<file path="src/rtl/imm_ext_pipe.sv">
// Immediate extender with a 2-entry output FIFO: one-cycle latency, and in_ready
// is derived from the registered occupancy only, so out_ready never reaches it.
module imm_ext_pipe #(
    parameter int IN_W  = 17,
    parameter int OUT_W = 32
) (
    input  logic             clock,
    input  logic             reset,
    input  logic             in_valid,
    output logic             in_ready,
    input  logic [IN_W-1:0]  in_data,
    input  logic [1:0]       in_mode,
    output logic             out_valid,
    input  logic             out_ready,
    output logic [OUT_W-1:0] out_data
);

    localparam int EXT_W = OUT_W - IN_W;

    logic [1:0]       count;
    logic             wr_ptr;
    logic             rd_ptr;
    logic [OUT_W-1:0] mem [2];
    logic [OUT_W-1:0] ext_data;
    logic [OUT_W-1:0] sext_data;
    logic             accept;
    logic             pop;

    assign in_ready  = (count < 2'd2);
    assign out_valid = (count != 2'd0);
    assign accept    = in_valid && in_ready;
    assign pop       = out_valid && out_ready;

    // Empty buffer reads as zero, so storage needs no reset.
    assign out_data  = out_valid ? mem[rd_ptr] : '0;

    assign sext_data = {{EXT_W{in_data[IN_W-1]}}, in_data};

    always_comb begin
        ext_data = '0;
        case (in_mode)
            2'b00:   ext_data = sext_data;
            2'b01:   ext_data = {{EXT_W{1'b0}}, in_data};
            2'b10:   ext_data = {sext_data[OUT_W-3:0], 2'b00};
            default: ext_data = {in_data, {EXT_W{1'b0}}};
        endcase
    end

    always_ff @(posedge clock) begin
        if (reset) begin
            count  <= 2'd0;
            wr_ptr <= 1'b0;
            rd_ptr <= 1'b0;
        end else begin
            if (accept) begin
                mem[wr_ptr] <= ext_data;
                wr_ptr      <= ~wr_ptr;
            end
            if (pop) begin
                rd_ptr <= ~rd_ptr;
            end
            case ({accept, pop})
                2'b10:   count <= count + 2'd1;
                2'b01:   count <= count - 2'd1;
                default: count <= count;
            endcase
        end
    end

endmodule

</file>
<file path="config.mk">
export PLATFORM = sky130hd
export DESIGN_NAME = imm_ext_pipe
export DESIGN_NICKNAME = d
export VERILOG_FILES = /design/src/rtl/imm_ext_pipe.sv
export SDC_FILE = /design/constraint.sdc
export NUM_CORES = 1
export LEC_CHECK = 0
export BUFFER_PORTS_ARGS = -buffer_cell sky130_fd_sc_hd__clkbuf_2
export CORE_AREA = 5 5 93 95
export CTS_CLUSTER_SIZE = 28
export DETAILED_ROUTE_END_ITERATION = 7
export DIE_AREA = 0 0 98 100
export SETUP_SLACK_MARGIN = 0.3
export SYNTH_ARGS = -nofsm -noshare
export SYNTH_HDL_FRONTEND = slang
export SYNTH_SLANG_ARGS = --single-unit
</file>
<file path="constraint.sdc">
create_clock -name clock -period 4.85 [get_ports clock]
set_input_delay 0.2425 -clock clock [delete_from_list [all_inputs] [get_ports clock]]
set_output_delay 0.2425 -clock clock [all_outputs]
set_load 0.02 [all_outputs]
</file>
==> flow_summary_export.csv <==
group,metric,value,unit
run_status,run_status,"completed",
clocking,cts-hold-fix-buffers,0,
clocking,clk_pin_slew_worst_paths,70,ps
clocking,cts.root.buffer_cell,"sky130_fd_sc_hd__clkbuf_8",
detailed_routing,via_per_inst,4.83,
synthesis,postSynthRegisterBits,69,
final_layout,postLayoutCellArea,0.00355,sq mm
clocking,cts.repair.resized,0,
pwr,p_int,0.00127,W
final_layout,synthToLayoutAreaGrowth,19.5,%
clocking,cts_setup_buffers,0,
hold_path,worstHoldPathType,"input port to flip-flop",
floorplanning,floorplan.rows,32,
sta,setup_viol_count_final,0,
setup_path,timing.rr.start,"count[0]",
pwr,power.clock.fraction,0.247,
detailed_routing,dr.first_iter.drc_count,73,
setup_path,category_of_the_most_critical_setup_path,"flip-flop to primary output",
sta,worst_clock_skew,4.59,ps
grt,via_count_of_the_first_global_routing_pass,1843,
detailed_routing,detail-route-antenna-nets,0,
final_layout,antennaDiodeCount,0,
floorplanning,die_height,100,um
grt,overall_global_routing_resource_usage,0.131,
synthesis,synth-edff-count,64,
clocking,cts_sink_count,69,
synthesis,synth_async_sr_flop_share,0,
floorplanning,fp.dieArea,0.00980,sq mm
pwr,power_frac_seq,0.413,
run,max_cap_violations,0,
synthesis,yosys.cell_types.count,24,
pwr,pwr_density_cell,557,mW/mm^2
synthesis,syn_inst,207,
pwr,max-vdd-ir-drop,0.000280,V
place,gp_congestion,0.719,
clocking,cts_buffer_depth,2,
synthesis,post_synth_instance_area,0.00297,sq mm
setup_path,crit_required,4610,ps
grt,overflow,0,
sta,fin_crit_sh,0.449,
floorplanning,die_x,98,um
synthesis,top_cell_type_s_share_of_synthesized_area,0.648,
grt,grt_antenna_before_repair,0,
detailed_routing,firstDrtPassIters,4,
synthesis,synthFlopType,"sky130_fd_sc_hd__edfxtp_1",
clocking,clk_latency,320,ps
synthesis,synth.net_count,231,
sta,post_layout_minimum_cycle_time,2180,ps
clocking,tritoncts.num_buffers,9,
setup_path,end_kind,"primary output",
pwr,power_switching,0.000708,W
clocking,tritoncts_clock_tree,"yes",
detailed_routing,routed-via-count,1797,
sta,final.setup.tns,0,ps
synthesis,synth-seq-area-share,0.681,
grt,grt_start_max_net_pins,33,
synthesis,ys_warn_count,0,
floorplanning,starting_density,0.388,
final_layout,layout.nets,289,
floorplanning,top_level_ports,57,
detailed_routing,residual_drc_count,0,
setup_path,critical_path.startpoint_type,"flip-flop",
detailed_routing,routed_wl,6.17,mm
synthesis,synth_area_leaders,"sky130_fd_sc_hd__edfxtp_1 (65%), sky130_fd_sc_hd__mux2i_1 (12%), sky130_fd_sc_hd__nor2_1 (4.9%), sky130_fd_sc_hd__a22o_1 (3.8%), sky130_fd_sc_hd__dfxtp_1 (3.4%)",
sta,slew-limit-headroom,0.300,
setup_path,data_arrival_critical_path,1930,ps
clocking,cts-htree-levels,3,
setup_path,worst-path-max-fanout,32,
place,dp_hpwl,4.14,mm
detailed_routing,drt-wirelength-per-cell,16.6,um
grt,grt_pass1_wl,9.78,mm
place,placement.io_buffers,56,
hold_path,worstHoldStart,"reset",
synthesis,cell_type_with_the_largest_total_area_after_synthesis,"sky130_fd_sc_hd__edfxtp_1",
sta,final-max-slew-violation-count,0,
pwr,pwr-share-comb,0.341,
sta,report.final.hold_viol_count,0,
floorplanning,placeable_core_area,0.00765,sq mm
sta,fmaxAchievable,459,MHz
sta,worst-slew-pin-transition,1050,ps
pwr,switching_share,0.359,
final_layout,share_of_layout_cells_above_drive_strength_1,0.293,
synthesis,syn-mean-instance-area,14.3,sq um
place,dpl-instance-area,0.00334,sq mm
sta,rsz0062_at_grt,"no",
pwr,total_leakage_power,1.41,nW
power groups by stage:
| stage | Combinational [W] | Sequential, W | Clock [W] |
|---|---|---|---|
| after detailed placement | 0.000688 | 0.000828 | 0 |
| after global placement | 0.000681 | 0.000826 | 0 |
| after CTS | 0.000690 | 0.000817 | 0.000500 |
| after global routing | 0.000740 | 0.000824 | 0.000525 |
| final | 0.000673 | 0.000814 | 0.000487 |
| after floorplan | 0.000519 | 0.000771 | 0 |
final cells by class:
class	count	area [sq um]
fillers	698	4100
flip-flops and latches	69	2020
multi-input cells	122	871
repair buffers	59	303
clock buffers	11	131
well taps	102	128
clock inverters	5	75.1
inverters	4	15.0
routing by layer:
layer,wire length [um],vias to the layer above,global-route usage
met4,71,0,0.0671
li1,-,882,-
met5,0,-,0
met2,2990,37,0.202
met3,275,4,0.0278
met1,2830,874,0.174
logic make-up after synthesis:
logic type      after synthesis  share of synthesized area
mux                          35                      0.118
buf+inv                      16                     0.0295
xor+xnor                      4                     0.0118
fa+ha+maj                     1                    0.00422
simple gates                 49                     0.0713
flops                        69                      0.681
compound gates               33                     0.0839
flip-flops by register name (all words and copies together), names as in the netlist, named ones only:
register and flops:
count 2, wr_ptr 1, rd_ptr 1, mem 64
critical path, stage by stage (launching register included):
cell and delay, ps:
sky130_fd_sc_hd__dfxtp_2 1020, sky130_fd_sc_hd__mux2i_1 330, sky130_fd_sc_hd__nor2_1 60, sky130_fd_sc_hd__clkbuf_2 190
stage by stage:
step	util	total power [W]	instances	setup WS (ps)	hold slack, ps
after global placement	0.437	0.00151	356	2970	486
after CTS	0.464	0.00201	372	2590	166
after floorplan	-	0.00129	207	1450	312
final	0.464	0.00197	372	2670	181
after global routing	0.464	0.00209	372	2530	181
after detailed placement	0.437	0.00152	356	2980	492
cells in the mapped netlist (3+ instances only):
| master | count |
|---|---|
| sky130_fd_sc_hd__buf_4 | 5 |
| sky130_fd_sc_hd__a21o_1 | 13 |
| sky130_fd_sc_hd__o21ai_0 | 3 |
| sky130_fd_sc_hd__a21oi_1 | 3 |
| sky130_fd_sc_hd__nor2_1 | 39 |
| sky130_fd_sc_hd__nor2b_1 | 3 |
| sky130_fd_sc_hd__edfxtp_1 | 64 |
| sky130_fd_sc_hd__xor2_1 | 3 |
| sky130_fd_sc_hd__mux2i_1 | 35 |
| sky130_fd_sc_hd__a22o_1 | 13 |
| sky130_fd_sc_hd__buf_2 | 7 |
| sky130_fd_sc_hd__dfxtp_1 | 5 |
| sky130_fd_sc_hd__inv_1 | 3 |
placed cells by master, fill, tap and decap left out, types with 2 or more instances in the layout:
master,count
sky130_fd_sc_hd__a21o_1,13
sky130_fd_sc_hd__a21oi_1,3
sky130_fd_sc_hd__a22o_1,13
sky130_fd_sc_hd__buf_4,3
sky130_fd_sc_hd__bufinv_16,2
sky130_fd_sc_hd__clkbuf_1,2
sky130_fd_sc_hd__clkbuf_2,56
sky130_fd_sc_hd__clkbuf_8,9
sky130_fd_sc_hd__clkinv_2,3
sky130_fd_sc_hd__dfxtp_1,4
sky130_fd_sc_hd__edfxtp_1,64
sky130_fd_sc_hd__inv_1,3
sky130_fd_sc_hd__mux2i_1,35
sky130_fd_sc_hd__nor2_1,38
sky130_fd_sc_hd__nor2b_1,3
sky130_fd_sc_hd__o21ai_0,3
sky130_fd_sc_hd__xor2_1,3
final timing paths:
kind                            cells past startpoint  slack (ps)      endpoint
worst max register to register                      5        3280      count[1]
worst min-delay path                                2         180      count[1]
worst max-delay path                                3        2670  out_data[15]
worst min register to register                      2         510        rd_ptr
Note: power is estimated with default switching activity, not from simulation.
